--- config.mk ---
export PLATFORM = sky130hd
export DESIGN_NAME = ram_arbiter
export DESIGN_NICKNAME = d
export VERILOG_FILES = /design/src/rtl/ram_arbiter_pkg.sv /design/src/rtl/ram_arbiter_rr_pick2.sv /design/src/rtl/ram_arbiter.sv
export SDC_FILE = /design/constraint.sdc
export NUM_CORES = 1
export LEC_CHECK = 0
export CAP_MARGIN = 0
export CORE_MARGIN = 2
export CORE_UTILIZATION = 27
export CTS_CLUSTER_SIZE = 40
export DETAILED_ROUTE_END_ITERATION = 12
export PLACE_DENSITY_LB_ADDON = 0.12
export SETUP_SLACK_MARGIN = 0.1
export SLEW_MARGIN = 20
export SYNTH_ARGS = -nofsm -noshare
export SYNTH_HDL_FRONTEND = slang
export SYNTH_SLANG_ARGS = --single-unit
--- constraint.sdc ---
create_clock -name i_clk -period 1.5 [get_ports i_clk]
set_input_delay 0.3 -clock i_clk [delete_from_list [all_inputs] [get_ports i_clk]]
set_output_delay 0.3 -clock i_clk [all_outputs]
set_load 0.05 [all_outputs]
--- src/rtl/ram_arbiter_pkg.sv ---
// Shared definitions for the two-requester RAM arbiter.
// Requester IDs and owner FSM state encoding.
package ram_arbiter_pkg;

  localparam logic REQ_CORE   = 1'b0;
  localparam logic REQ_LOADER = 1'b1;

  typedef enum logic [1:0] {
    FREE  = 2'd0,
    LOCK0 = 2'd1,
    LOCK1 = 2'd2
  } own_state_t;

endpackage

--- src/rtl/ram_arbiter_rr_pick2.sv ---
// Two-way round-robin pick: one-hot grant from req[1:0], prio selects the winner on a tie.
// Purely combinational.
module ram_arbiter_rr_pick2 (
  input  logic [1:0] req,
  input  logic       prio,
  output logic [1:0] gnt
);

  assign gnt[0] = req[0] & (~req[1] | ~prio);
  assign gnt[1] = req[1] & (~req[0] |  prio);

endmodule

--- src/rtl/ram_arbiter.sv ---
// Shares a single-port synchronous RAM between the core (m0) and the loader (m1).
// Combinational grants, round-robin with burst lock; read data returns one cycle after grant.
module ram_arbiter
  import ram_arbiter_pkg::*;
#(
  parameter int ADDR_WIDTH = 8,
  parameter int DATA_WIDTH = 16
) (
  input  logic                  i_clk,
  input  logic                  i_rst_n,
  input  logic                  i_m0_req,
  input  logic                  i_m0_we,
  input  logic                  i_m0_lock,
  input  logic [ADDR_WIDTH-1:0] i_m0_addr,
  input  logic [DATA_WIDTH-1:0] i_m0_wdata,
  output logic                  o_m0_gnt,
  output logic                  o_m0_rvalid,
  output logic [DATA_WIDTH-1:0] o_m0_rdata,
  input  logic                  i_m1_req,
  input  logic                  i_m1_we,
  input  logic                  i_m1_lock,
  input  logic [ADDR_WIDTH-1:0] i_m1_addr,
  input  logic [DATA_WIDTH-1:0] i_m1_wdata,
  output logic                  o_m1_gnt,
  output logic                  o_m1_rvalid,
  output logic [DATA_WIDTH-1:0] o_m1_rdata,
  output logic                  o_ram_load,
  output logic [ADDR_WIDTH-1:0] o_ram_addr,
  output logic [DATA_WIDTH-1:0] o_ram_data,
  input  logic [DATA_WIDTH-1:0] i_ram_data
);

  own_state_t state, state_nxt;
  logic       prio, prio_nxt;
  logic       rd_pend, rd_who;
  logic [1:0] req, pick, gnt;

  assign req = {i_m1_req, i_m0_req};

  ram_arbiter_rr_pick2 u_pick (
    .req  (req),
    .prio (prio),
    .gnt  (pick)
  );

  // A locked owner drops back to FREE in the same cycle its access completes.
  always_comb begin
    gnt       = 2'b00;
    state_nxt = state;
    prio_nxt  = prio;
    unique case (state)
      FREE: begin
        gnt = pick;
        if (pick[0]) begin
          prio_nxt = REQ_LOADER;
          if (i_m0_lock) state_nxt = LOCK0;
        end else if (pick[1]) begin
          prio_nxt = REQ_CORE;
          if (i_m1_lock) state_nxt = LOCK1;
        end
      end
      LOCK0: begin
        gnt[0] = i_m0_req;
        if (!i_m0_req || !i_m0_lock) state_nxt = FREE;
      end
      LOCK1: begin
        gnt[1] = i_m1_req;
        if (!i_m1_req || !i_m1_lock) state_nxt = FREE;
      end
      default: state_nxt = FREE;
    endcase
  end

  always_comb begin
    o_ram_load = 1'b0;
    o_ram_addr = '0;
    o_ram_data = '0;
    if (gnt[0]) begin
      o_ram_load = i_m0_we;
      o_ram_addr = i_m0_addr;
      o_ram_data = i_m0_wdata;
    end else if (gnt[1]) begin
      o_ram_load = i_m1_we;
      o_ram_addr = i_m1_addr;
      o_ram_data = i_m1_wdata;
    end
  end

  always_ff @(posedge i_clk or negedge i_rst_n) begin
    if (!i_rst_n) begin
      state   <= FREE;
      prio    <= REQ_CORE;
      rd_pend <= 1'b0;
      rd_who  <= REQ_CORE;
    end else begin
      state   <= state_nxt;
      prio    <= prio_nxt;
      rd_pend <= (gnt[0] & ~i_m0_we) | (gnt[1] & ~i_m1_we);
      rd_who  <= gnt[1];
    end
  end

  assign o_m0_gnt    = gnt[0];
  assign o_m1_gnt    = gnt[1];
  assign o_m0_rvalid = rd_pend & (rd_who == REQ_CORE);
  assign o_m1_rvalid = rd_pend & (rd_who == REQ_LOADER);
  assign o_m0_rdata  = o_m0_rvalid ? i_ram_data : '0;
  assign o_m1_rdata  = o_m1_rvalid ? i_ram_data : '0;

endmodule

==> impl_summary.txt, run 1 <==
----------------------------------------------------
[Status]
  Result of the run ... finished, violations left
  Violated checks ... negative setup slack

[Synth]
  Number of unique standard cell types used by synthesis ... 19
  Post-Syn Nets ... 221
  Main combinational cell family by area after synthesis ... simple AND/OR/NAND/NOR gates
  Fraction of the mapped netlist area in simple logic gates ... 0.6283
  Syn Area/Cell ... 7.297 µm²
  Share of synthesized area spent on multiplexers ... 0
  Post-synthesis cell count ... 149
  Sequential cell area fraction in the yosys report ... 0.1151
  Netlist Area Pre-Place ... 1087 µm²
  Synth Area in XOR/XNOR ... 0
  Post-synthesis compound-gate area fraction ... 0.1554
  Total of flip-flops plus latches after synthesis ... 5
  Yosys warning total ... 0
  Post-Synth Adder-Cell Area ... 0

[Pwr]
  Power per unit of standard cell area ... 852.3 nW/µm²
  Leak Pwr ... 1.440 nW
  Peak VDD IR ... 0.6479 mV

[Routing]
  Final routed wire length divided by cell count ... 26.00 µm
  Initial drt markers ... 111
  Via-to-Cell Ratio ... 5.876
  Antenna Violating Nets Remaining ... 0
  DR pass1 iterations ... 5
  Via Count ... 2045
  Drt drc ... 0
  Final WL ... 9049 µm

[Critical path]
  Setup crit end kind ... output port
  Critical Path Source Type ... flip-flop
  Worst EP arrival ... 1600 ps
  Maximum net fanout on the critical path ... 7
  Data required time at the worst endpoint ... 1200 ps
  Type of the worst setup path ... reg -> out
  Cells on worst reg2reg path ... 3

[STA]
  RSZ-0062 raised after global routing ... yes
  Headroom to the max-slew limit ... 0.7723
  Part of the cycle the worst path needs ... 1.266
  Setup violations, final ... 61
  Slew at the pin closest to its max-slew limit ... 340.8 ps
  Setup TNS after final layout ... -12170 ps
  Time the worst path needs with I/O delays and setup ... 1899 ps
  Hold violation count in the final report ... 0
  Smallest hold slack ... 322.4 ps
  Final worst-path setup slack ... -398.9 ps
  Pins Over Slew Limit ... 0
  Max frequency ... 0.5266 GHz
  Clock Skew ... 4.027 ps

[Floorplanning]
  I/O pin count ... 133
  Initial core utilization ... 0.2758
  Die outline width ... 67.46 µm
  Floorplan Core Area ... 3943 µm²
  Cell Rows ... 23
  DIE HEIGHT ... 67.46 µm
  Area enclosed by the die boundary ... 4551 µm²

[Clock network]
  CTS tree ... yes
  Sink count of the clock tree ... 5
  Maximum level of the CTS H-tree ... 1
  CTS root buf ... clkbuf_8
  Clock latency at the later pin of the worst-skew pair ... 230 ps
  Number of buffers between clock root and the deepest sink ... 2
  Number of buffers created by CTS ... 3
  Reg clk slew, reported paths ... 40 ps

[Finish]
  Share of cells above drive strength 1 ... 0.5455
  Final standard cell area without fillers ... 3715 µm²
  Leading cell type in the layout, fill and taps excluded ... clkdlybuf4s50_1
  Layout net count ... 370
  Area Growth Syn to Fin ... 241.7%
  Top library cells by usage in the layout, fill and taps aside ... 57 x clkdlybuf4s50_1, 50 x nand3b_1, 41 x buf_12
  Filler instances ... 90

[Global routing]
  Initial antenna violation count ... 1
  Overall fraction of global-route tracks in use ... 0.3092
  Maximum number of pins on one net before global-route repair ... 30
  Grt ovf ... 0
  Number of global-route vias before repair ... 1945
  Global-route wire length before repair ... 10490 µm

[Hold path]
  Tightest Hold Check Type ... in -> async

[Place]
  Weighted congestion reported at the end of routability-driven placement ... 0.7865
  Total half-perimeter wirelength after legalization and detailed placement ... 4492 µm
  Count of input and output buffers ... 132
  Post-DP Area ... 3203 µm²

[Job]
  Max-cap violation count ... 0

----------------------------------------------------
power breakdown:
part	switching [mW]	internal, mW
logic	1.42	1.30
registers	0.0216	0.158
clock network	0.0870	0.184
total	1.53	1.64
state kept, by name (all words and copies together) (netlist names):
signal	flops
state	2
rd_who	1
rd_pend	1
prio	1
layout make-up:
class	instances	area [µm²]	area share
Multi-Input combinational cell	123	1321	0.3557
Timing Repair Buffer	164	2153	0.5797
Antenna cell	1	2.502	0.0006736
Sequential cell	5	126.4	0.03402
Inverter	1	3.754	0.001010
Clock buffer	4	45.04	0.01213
Tap cell	50	62.56	0.01684
through the flow:
stage | utilization | power [mW] | std cells | setup slack, ps
2_1_floorplan | - | 1.560 | 149 | -130.0
3_3_place_gp | 0.8124 | 2.344 | 329 | -418.7
3_5_place_dp | 0.8124 | 2.375 | 329 | -437.1
4_1_cts | 0.9156 | 2.960 | 344 | -316.9
5_1_grt | 0.9422 | 3.243 | 348 | -433.2
6_report | 0.9422 | 3.166 | 348 | -398.9
cell usage after synthesis (all sizes together):
library cell	instances	area [µm²]
dfrtp	5	125.1
nand3b	50	375.4
inv	1	3.750
nor3b	4	41.29
nor2	2	7.510
and2	17	106.4
or2	1	6.260
and2b	1	7.510
nand2b	2	12.51
o22ai	27	168.9
clkbuf	10	38.78
and3	16	100.1
or3b	2	17.52
buf	10	67.56
and3b	1	8.760
logic make-up after synthesis:
kind of cell | after synthesis
AO/OA/AOI/OAI | 27
buffers and inverters | 21
flip-flops | 5
AND/OR/NAND/NOR | 96
path summary, 6_finish.rpt:
path                       slack (ps)            end  startpoint
setup reg to reg                  130        rd_pend    state[1]
hold reg to reg                   830           prio        prio
hold / removal                    320        rd_pend     i_rst_n
setup / recovery                 -400  o_ram_data[8]        prio
max in group asynchronous         930       state[1]     i_rst_n
min in group i_clk                660       state[1]   i_m1_lock
metal layers:
metal	part of all wire	wire, µm	up-vias	global-route usage
li1	-	-	856	-
met3	0.11	972	32	0.09333
met1	0.34	3062	982	0.3420
met2	0.51	4657	175	0.5429
met5	0	0	-	0
met4	0.039	357	0	0.1327
worst max-delay path, cell delays in order, from the launching register on:
cell,delay [ps]
dfrtp_1,390
buf_6,140
nor3b_4,180
buf_6,150
buf_6,110
buf_16,140
o22ai_4,80
buf_6,170
timing repair:
action,in CTS,in global routing
hold buffers,0,0
resized for setup,78,11
gates cloned,3,3
pin swaps,13,8
setup endpoints to repair,62,61
hold endpoints to repair,0,0
buffers inserted,8,3
(Power assumes the default switching activity.)
==> run 2: changes to the inputs <==
ABC_CLOCK_PERIOD_IN_PS = 1680   (was not set)
CORE_UTILIZATION = 24   (was 27)
clock period = 1.68 ns   (was 1.5 ns; I/O delays follow)
==> impl_summary.txt, run 2 (synthesis gave the netlist of run 1 again) <==
----------------------------------------------------
[Status]
  Result of the run ... finished, violations left
  Violated checks ... negative setup slack

[Global routing]
  Number of global-route vias before repair ... 1896
  Overall fraction of global-route tracks in use ... 0.2558
  Global-route wire length before repair ... 10220 µm
  Maximum number of pins on one net before global-route repair ... 21
  Grt ovf ... 0
  Initial antenna violation count ... 1

[Finish]
  Area Growth Syn to Fin ... 231.1%
  Leading cell type in the layout, fill and taps excluded ... clkdlybuf4s50_1
  Layout net count ... 372
  Share of cells above drive strength 1 ... 0.4950
  Filler instances ... 235
  Reg with most FFs ... state
  Top library cells by usage in the layout, fill and taps aside ... 69 x clkdlybuf4s50_1, 50 x nand3b_1, 39 x buf_12
  Number of non-filler instances in the completed layout ... 352
  Flip-flop count of the largest register after layout ... 2

[Critical path]
  Setup crit end kind ... output port
  Most frequent CP cell ... buf_12
  Critical path cell sequence ... and3b_2 -> buf_12 -> buf_12 -> o22ai_4 -> buf_6
  Data required time at the worst endpoint ... 1340 ps
  Reg2Reg Capture Point ... state[0]
  Cell type of the slowest stage on the worst timing path ... dfrtp_2
  Cells on worst reg2reg path ... 5
  Maximum net fanout on the critical path ... 6
  Slowest stage delay, CP ... 430 ps
  Critical Path Source Type ... flip-flop
  Worst EP arrival ... 1590 ps
  Startpoint of the worst register-to-register path ... prio
  Reg2reg setup slack ... 280 ps
  Type of the worst setup path ... reg -> out

[STA]
  Setup TNS after final layout ... -4625 ps
  Time the worst path needs with I/O delays and setup ... 1925 ps
  Max frequency ... 0.5194 GHz
  Slew at the pin closest to its max-slew limit ... 226.1 ps
  Headroom to the max-slew limit ... 0.8488
  Setup violations, final ... 27
  Pins Over Slew Limit ... 0
  Clock Skew ... 1.799 ps
  Final worst-path setup slack ... -245.4 ps
  Hold violation count in the final report ... 0
  Part of the cycle the worst path needs ... 1.146
  RSZ-0062 raised after global routing ... yes

[Floorplanning]
  DIE HEIGHT ... 71.31 µm
  Cell Rows ... 24
  I/O pin count ... 133
  Initial core utilization ... 0.2497
  Area enclosed by the die boundary ... 5085 µm²
  Die outline width ... 71.31 µm
  Floorplan Core Area ... 4354 µm²

[Pwr]
  Leak Pwr ... 1.431 nW
  Peak VDD IR ... 0.4939 mV
  Power per unit of standard cell area ... 745.7 nW/µm²
  Power Total ... 2.684 mW

[Place]
  Number of placed instances with taps included ... 333
  Total half-perimeter wirelength after legalization and detailed placement ... 4423 µm
  Count of input and output buffers ... 132
  Weighted congestion reported at the end of routability-driven placement ... 0.7855

[Routing]
  Initial drt markers ... 74
  Antenna Violating Nets Remaining ... 0
  Final routed wire length divided by cell count ... 18.84 µm
  Via-to-Cell Ratio ... 5.179
  DR pass1 iterations ... 4
  Final WL ... 6630 µm
  Via Count ... 1823
  Drt drc ... 0

[Clock network]
  Maximum level of the CTS H-tree ... 1
  Number of buffers between clock root and the deepest sink ... 2
  Reg clk slew, reported paths ... 30 ps
  Number of buffers created by CTS ... 3
  Sink count of the clock tree ... 5
  CTS tree ... yes
  Clock latency at the later pin of the worst-skew pair ... 220 ps
  CTS root buf ... clkbuf_8
  Hold-fix buffer count after cts ... 0

[Hold path]
  Tightest Hold Check Type ... in -> async

[Job]
  Max-cap violation count ... 0

----------------------------------------------------
## run 2: cell types whose count changed in the layout (fill, tap and decap cells not counted), sizes merged
cell,delta
clkdlybuf4s50,+12
dlygate4sd2,-12
buf,+6
clkbuf,-4
## run 2: cell type report
class	count	area [µm²]	share of cell area
Antenna cell	1	2.502	0.0006952
Clock buffer	4	45.04	0.01251
Inverter	1	3.754	0.001043
Multi-Input combinational cell	123	1236	0.3434
Sequential cell	5	127.6	0.03545
Tap cell	52	65.06	0.01807
Timing Repair Buffer	166	2120	0.5888
## run 2: how the worst max path moves through the flow
stage                        start              to  cells past startpoint
after floorplan               prio  o_ram_data[10]                      4
after global placement    i_m0_req  o_ram_data[15]                      5
after detailed placement  i_m0_req  o_ram_data[15]                      5
after CTS                     prio   o_ram_data[6]                      5
after global routing          prio   o_ram_data[2]                      5
final                         prio   o_ram_data[2]                      5
## run 2: critical path: cells and delay by family, from the launching register on
kind / cells / cell delay (ps)
DFF: 1 / 430
buffers and inverters: 3 / 470
and+or+nand+nor: 1 / 290
AOI/OAI and AO/OA: 1 / 170
## run 2: per-layer routing
metal  vias to the layer above  wire length (µm)  global-route usage
met4                         0               125             0.06709
met2                        74              3496              0.4609
met5                         -                 0                   0
met3                        11               373             0.03235
li1                        857                 -                   -
met1                       881              2634              0.3199
## run 2: per-stage QoR
stage	hold slack [ps]	worst slack, ps	utilization	area [µm²]
floorplan	40.41	-200.7	-	1353
global placement	570.4	-263.7	0.7043	3067
detailed placement	576.0	-290.2	0.7043	3067
CTS	336.4	-216.5	0.8307	3617
global route	349.8	-292.1	0.8267	3600
finish	333.7	-245.4	0.8267	3600
## run 2: timing repair
action | 4_1_cts | 5_1_grt
gates cloned | 7 | 0
pin swaps | 31 | 6
endpoints found under the setup margin | 44 | 45
buffers inserted | 8 | 3
resized for setup | 70 | 10
## run 2: report_power, final
part	total (mW)	switching (mW)	internal, mW	leakage (nW)
logic	2.30	1.17	1.12	1.35
clock network	0.224	0.0612	0.163	0.0228
registers	0.165	0.0218	0.143	0.0613
